$ cat src/rtl/irrigation_pkg.sv
// Shared definitions for the irrigation panel switch matrix: scan FSM states,
// switch-vector indexing and the default positions of the named sensors.
package irrigation_pkg;

   localparam int MATRIX_COLUMNS = 3;
   localparam int MATRIX_ROWS    = 3;

   typedef enum logic {
      SETTLE = 1'b0,
      SAMPLE = 1'b1
   } scan_state_t;

   function automatic int switch_index(input int col, input int row, input int rows = MATRIX_ROWS);
      return col * rows + row;
   endfunction

   // Sensor wiring on the default 3x3 panel matrix
   localparam int SW_LOW_WATER     = switch_index(0, 0);
   localparam int SW_MID_WATER     = switch_index(0, 1);
   localparam int SW_HIGH_WATER    = switch_index(0, 2);
   localparam int SW_EARTH_HUMID   = switch_index(1, 0);
   localparam int SW_AIR_HUMID     = switch_index(1, 1);
   localparam int SW_LOW_TEMP      = switch_index(1, 2);
   localparam int SW_SELECTOR      = switch_index(2, 0);

endpackage

$ cat src/rtl/switch_matrix_scanner_debouncer.sv
// One debounced contact: flips its state after DEBOUNCE_SCANS consecutive
// differing samples; any matching sample restarts the count.
module switch_debouncer #(
   parameter int DEBOUNCE_SCANS = 4
) (
   input  logic clock,
   input  logic reset_n,
   input  logic sample_en,
   input  logic sample,
   output logic state,
   output logic toggled
);

   localparam int CW = $clog2(DEBOUNCE_SCANS) + 1;

   logic [CW-1:0] r_count;
   logic          r_state;
   logic [CW-1:0] w_count_inc;
   logic          w_flip;

   // Next count and flip decision for the current sample
   always_comb begin
      w_count_inc = r_count + CW'(1);
      if (sample_en && (sample != r_state) && (w_count_inc == CW'(DEBOUNCE_SCANS))) begin
         w_flip = 1'b1;
      end else begin
         w_flip = 1'b0;
      end
   end

   // Counter and debounced state update, only on this contact's sample cycle
   always_ff @(posedge clock or negedge reset_n) begin
      if (!reset_n) begin
         r_count <= '0;
         r_state <= 1'b0;
      end else if (sample_en) begin
         if (sample == r_state) begin
            r_count <= '0;
         end else if (w_flip) begin
            r_state <= ~r_state;
            r_count <= '0;
         end else begin
            r_count <= w_count_inc;
         end
      end
   end

   assign state   = r_state;
   assign toggled = w_flip;

endmodule

$ cat src/rtl/switch_matrix_scanner.sv
// Column-scanned switch matrix reader: drives one column at a time, samples the
// synchronized rows after a settle period and debounces every contact.
module switch_matrix_scanner
   import irrigation_pkg::*;
#(
   parameter int COLUMNS        = 3,
   parameter int ROWS           = 3,
   parameter int SETTLE_TICKS   = 4,
   parameter int DEBOUNCE_SCANS = 4
) (
   input  logic                    clock,
   input  logic                    reset_n,
   input  logic                    scan_tick,
   input  logic [ROWS-1:0]         scan_row,
   output logic [COLUMNS-1:0]      scan_col,
   output logic [ROWS*COLUMNS-1:0] switches,
   output logic                    switches_valid,
   output logic                    change_pulse
);

   localparam int CIW = $clog2(COLUMNS) + 1;
   localparam int SCW = $clog2(SETTLE_TICKS) + 1;
   localparam int FCW = $clog2(DEBOUNCE_SCANS) + 1;
   localparam int NSW = ROWS * COLUMNS;

   scan_state_t      r_state;
   logic [CIW-1:0]   r_col_idx;
   logic [SCW-1:0]   r_settle_cnt;
   logic [FCW-1:0]   r_frame_cnt;
   logic [COLUMNS-1:0] r_scan_col;
   logic [ROWS-1:0]  r_sync1;
   logic [ROWS-1:0]  r_sync2;
   logic             r_valid;
   logic             r_change_pulse;

   logic [NSW-1:0]   w_sample_en;
   logic [NSW-1:0]   w_toggled;
   logic [NSW-1:0]   w_switches;
   logic [SCW-1:0]   w_settle_inc;
   logic [FCW-1:0]   w_frame_inc;
   logic             w_last_col;

   assign w_settle_inc = r_settle_cnt + SCW'(1);
   assign w_frame_inc  = r_frame_cnt + FCW'(1);
   assign w_last_col   = (r_col_idx == CIW'(COLUMNS - 1));

   genvar c, r;
   generate
      for (c = 0; c < COLUMNS; c++) begin : g_col
         for (r = 0; r < ROWS; r++) begin : g_row
            localparam int IDX = switch_index(c, r, ROWS);
            assign w_sample_en[IDX] = (r_state == SAMPLE) && (r_col_idx == CIW'(c));
            switch_debouncer #(
               .DEBOUNCE_SCANS(DEBOUNCE_SCANS)
            ) u_debouncer (
               .clock     (clock),
               .reset_n   (reset_n),
               .sample_en (w_sample_en[IDX]),
               .sample    (r_sync2[r]),
               .state     (w_switches[IDX]),
               .toggled   (w_toggled[IDX])
            );
         end
      end
   endgenerate

   // Two-flop synchronizer for the asynchronous row returns
   always_ff @(posedge clock or negedge reset_n) begin
      if (!reset_n) begin
         r_sync1 <= '0;
         r_sync2 <= '0;
      end else begin
         r_sync1 <= scan_row;
         r_sync2 <= r_sync1;
      end
   end

   // Scan FSM: settle on a column for SETTLE_TICKS ticks, then one sample cycle
   always_ff @(posedge clock or negedge reset_n) begin
      if (!reset_n) begin
         r_state        <= SETTLE;
         r_col_idx      <= '0;
         r_settle_cnt   <= '0;
         r_frame_cnt    <= '0;
         r_scan_col     <= COLUMNS'(1);
         r_valid        <= 1'b0;
         r_change_pulse <= 1'b0;
      end else begin
         case (r_state)
            SETTLE: begin
               r_change_pulse <= 1'b0;
               if (scan_tick) begin
                  r_settle_cnt <= w_settle_inc;
                  if (w_settle_inc == SCW'(SETTLE_TICKS)) begin
                     r_state <= SAMPLE;
                  end
               end
            end
            SAMPLE: begin
               r_change_pulse <= |w_toggled;
               r_settle_cnt   <= '0;
               r_state        <= SETTLE;
               if (w_last_col) begin
                  r_col_idx  <= '0;
                  r_scan_col <= COLUMNS'(1);
                  // Frame count saturates once the debounce history is full
                  if (r_frame_cnt != FCW'(DEBOUNCE_SCANS)) begin
                     r_frame_cnt <= w_frame_inc;
                  end
                  if (w_frame_inc >= FCW'(DEBOUNCE_SCANS)) begin
                     r_valid <= 1'b1;
                  end
               end else begin
                  r_col_idx  <= r_col_idx + CIW'(1);
                  r_scan_col <= r_scan_col << 1;
               end
            end
            default: begin
               r_state        <= SETTLE;
               r_change_pulse <= 1'b0;
            end
         endcase
      end
   end

   assign scan_col       = r_scan_col;
   assign switches       = w_switches;
   assign switches_valid = r_valid;
   assign change_pulse   = r_change_pulse;

endmodule
$ cat config.mk
export PLATFORM = sky130hd
export DESIGN_NAME = switch_matrix_scanner
export DESIGN_NICKNAME = d
export VERILOG_FILES = /design/src/rtl/irrigation_pkg.sv /design/src/rtl/switch_matrix_scanner_debouncer.sv /design/src/rtl/switch_matrix_scanner.sv
export SDC_FILE = /design/constraint.sdc
export NUM_CORES = 1
export LEC_CHECK = 0
export ABC_AREA = 1
export BUFFER_PORTS_ARGS = -buffer_cell sky130_fd_sc_hd__buf_2
export CORE_MARGIN = 2
export CORE_UTILIZATION = 55
export DETAILED_ROUTE_END_ITERATION = 10
export PLACE_DENSITY = 0.77
export SLEW_MARGIN = 20
export SYNTH_ARGS = -nofsm -noshare
export SYNTH_HDL_FRONTEND = slang
export SYNTH_SLANG_ARGS = --single-unit
$ cat constraint.sdc
create_clock -name clock -period 2.2 [get_ports clock]
set_clock_uncertainty 0.15 [all_clocks]
set_input_delay 0.22 -clock clock [delete_from_list [all_inputs] [get_ports clock]]
set_output_delay 0.22 -clock clock [all_outputs]
set_load 0.02 [all_outputs]
==> flow_summary_export.csv <==
group,metric,value,unit
setup_path,path_class,"reg -> reg",
drt,routed_via_density,4.856,
synthesis,synth_fp_nets,313,
power,seq_power_share,47.9,%
sta,hold_ws,199.5,ps
die,die_h,75.35,um
drt,ant_nets,0,
sta,slew_headroom,73.68,%
setup_path,max_stage_delay,580,ps
die,core,4817,um^2
die,dieWidth,75.35,um
global_route,grt_overflow,0,
cts,cts_setup_buffers,0,
synthesis,synth_area,2800,um^2
die,row_count,25,
finish,antenna_cells,0,
min_path,hold_path.class,"reg -> reg",
drt,via_count,1855,
power,p_switching,951.7,uW
sta,rsz0062_at_grt,"no",
drt,drt_pre_antenna_iters,4,
synthesis,synth.avg_cell_area,9.825,um^2
power,p_clk_share,29.7,%
power,power_frac_comb,22.3,%
power,powerDensity,948.6,nW/um^2
placed_design,hpwl,3374,um
setup_path,path_max_fanout,9,
sta,fmax,0.6454,GHz
cts,clk_latency,330,ps
synthesis,synth_cell_type_count,27,
die,ioPinCount,20,
global_route,grt_usage,19.50,%
die,start_util,58.13,%
sta,final-hold-violation-count,0,
cts,clock-sinks,57,
drt,drcViolationCount,0,
synthesis,ys_warn_count,0,
drt,drt-initial-drc-count,66,
synthesis,synth.yosys.seq_area_share,50.98,%
power,vdd_drop_max,0.4279,mV
sta,setup_viol,0,
power,p_sw_share,31.92,%
cts,path_clk_slew,60,ps
setup_path,cp_cell_sequence,"nand2_8, nor2_8, nand3_1, xor2_1",
synthesis,synthCells,285,
sta,min_period,1550,ps
setup_path,end_kind,"register",
setup_path,worstPathArrival,1610,ps
global_route,grt_pass1_vias,1831,
global_route,grt_pass1_wl,8142,um
setup_path,cp.required,2260,ps
drt,routed_wl,4686,um
sta,setup_tns,0,ps
placed_design,finalWeightedCongestion,0.7293,
power,leakagePower,1.642,nW
setup_path,critPathSlowestCell,"dfrtp_1",
finish,nFillCells,387,
setup_path,crit_family,"flip-flops",
cts,cts.htree.levels,3,
placed_design,port_buffers,19,
finish,fin_nets,338,
power,power.internal,2.030,mW
global_route,grt_max_degree,58,
setup_path,start_kind,"register",
sta,tightest_slew,394.9,ps
cts,cts_tree,"built",
sta,drv_slew,0,
cts,root_buffer,"clkbuf_8",
cts,numCtsBuffers,9,
status,status,"finished, final reports clean",
synthesis,ys_ff_latch,57,
global_route,antenna_found_initial,0,
die,die_area,5678,um^2
setup_path,crit_buf_inv,0,
finish,syn2layout_area_growth,12.24,%
finish,layout-drive-gt1-share,16.19,%
flow_run,drv_cap,0,
sta,finalCritPeriodShare,70.43,%
drt,wl_per_cell,12.27,um
cts,cts_buffer_depth,2,
-- stage by stage --
stage	instances	cell area [um^2]	util, %	total power, mW	setup WS (ps)
finish	382	3143	65.25	2.981	650.5
global route	382	3143	65.25	3.188	530.6
CTS	382	3143	65.25	3.008	653.1
detailed placement	361	2909	60.39	2.103	659.0
global placement	361	2909	60.39	2.060	743.2
floorplan	285	2800	-	1.924	849.2
-- state kept, by name (all words and copies together), names as in the netlist --
signal / cells
r_sync1: 3
r_state: 1
change_pulse: 1
scan_col: 3
r_frame_cnt: 3
r_col_idx: 3
r_settle_cnt: 3
g_col.g_row.u_debouncer.state: 9
g_col.g_row.u_debouncer.r_count: 27
switches_valid: 1
r_sync2: 3
-- power by group through the flow --
| stage | Sequential [mW] | Combinational, mW | Clock [mW] |
|---|---|---|---|
| after CTS | 1.43 | 0.669 | 0.911 |
| after global placement | 1.43 | 0.625 | 0 |
| after floorplan | 1.43 | 0.493 | 0 |
| after global routing | 1.45 | 0.779 | 0.954 |
| final | 1.43 | 0.666 | 0.886 |
| after detailed placement | 1.44 | 0.659 | 0 |
-- metal layers --
metal	routed length, um	GRT usage [%]
met1	2321	26.88
met2	2105	29.08
met3	169	6.217
met4	89	7.407
met5	0	0
-- area by class of cell --
| class | count | area (um^2) | area share, % |
|---|---|---|---|
| Inverter | 43 | 161.4 | 5.135 |
| Sequential cell | 57 | 1428 | 45.42 |
| Multi-Input combinational cell | 174 | 1121 | 35.67 |
| Tap cell | 67 | 83.83 | 2.667 |
| Clock buffer | 13 | 168.9 | 5.374 |
| Timing Repair Buffer | 25 | 165.2 | 5.255 |
| Clock inverter | 3 | 15.01 | 0.4777 |
-- repair_timing --
item                       CTS  global route
hold buffers                 5             0
gates resized for setup      0             0
hold endpoints to repair    60             0
setup endpoints to repair    0             0
-- placed cells by master (no fill, tap or decap), drive strengths merged --
cell type,netlist,final
a21oi,2,2
a22o,3,3
and2,3,3
buf,11,20
clkbuf,0,13
clkinv,0,3
dfrtp,56,56
dfstp,1,1
dlygate4sd3,0,5
ha,22,22
inv,43,43
nand2,75,75
nand3,14,14
nor2,9,9
o21ai,19,19
o22ai,5,5
o31ai,7,7
or2,1,1
xnor2,2,2
xor2,12,12
-- path summary, 6_finish.rpt --
kind | startpoint | to | slack (ps) | depth (start not counted)
hold / removal | r_sync1[2]$_DFF_PN0_ | r_sync2[2]$_DFF_PN0_ | 200 | 0
setup reg to reg | r_state$_DFF_PN0_ | g_col[2].g_row[0].u_debouncer.state$_DFFE_PN0P_ | 650 | 4
max in group asynchronous | reset_n | scan_col[0]$_DFFE_PN1P_ | 1350 | 3
setup / recovery | r_state$_DFF_PN0_ | g_col[2].g_row[0].u_debouncer.state$_DFFE_PN0P_ | 650 | 4
min in group asynchronous | reset_n | scan_col[1]$_DFFE_PN0P_ | 270 | 3
hold reg to reg | r_sync1[2]$_DFF_PN0_ | r_sync2[2]$_DFF_PN0_ | 200 | 0
-- cell usage after synthesis --
master | instances | area, um^2
nand2_1 | 73 | 274.0
dfrtp_1 | 56 | 1401
inv_1 | 39 | 146.4
ha_1 | 22 | 275.3
nand3_1 | 14 | 70.07
xor2_1 | 11 | 96.34
o21ai_0 | 10 | 50.05
buf_4 | 9 | 67.56
o21ai_1 | 9 | 45.04
o31ai_1 | 6 | 45.04
nor2_1 | 5 | 18.77
o22ai_1 | 5 | 31.28
inv_2 | 4 | 15.01
a22o_1 | 3 | 26.28
nor2_8 | 3 | 60.06
a21oi_1 | 2 | 10.01
and2_4 | 2 | 17.52
buf_6 | 2 | 22.52
xnor2_1 | 2 | 17.52
and2_1 | 1 | 6.260
dfstp_2 | 1 | 26.28
nand2_4 | 1 | 11.26
nand2_8 | 1 | 20.02
nor2_4 | 1 | 11.26
o31ai_2 | 1 | 12.51
or2_2 | 1 | 6.260
xor2_2 | 1 | 16.27
-- logic make-up (layout without fill, tap and decap cells) --
| kind of cell | Yosys count | count (layout) | share of synthesized area [%] |
|---|---|---|---|
| fa+ha+maj | 22 | 22 | 9.830 |
| xor+xnor | 14 | 14 | 4.647 |
| flops | 57 | 57 | 50.98 |
| compound gates | 36 | 36 | 7.864 |
| simple gates | 102 | 102 | 17.69 |
| buf+inv | 54 | 84 | 8.981 |
Note: power is estimated with default switching activity, not from simulation.
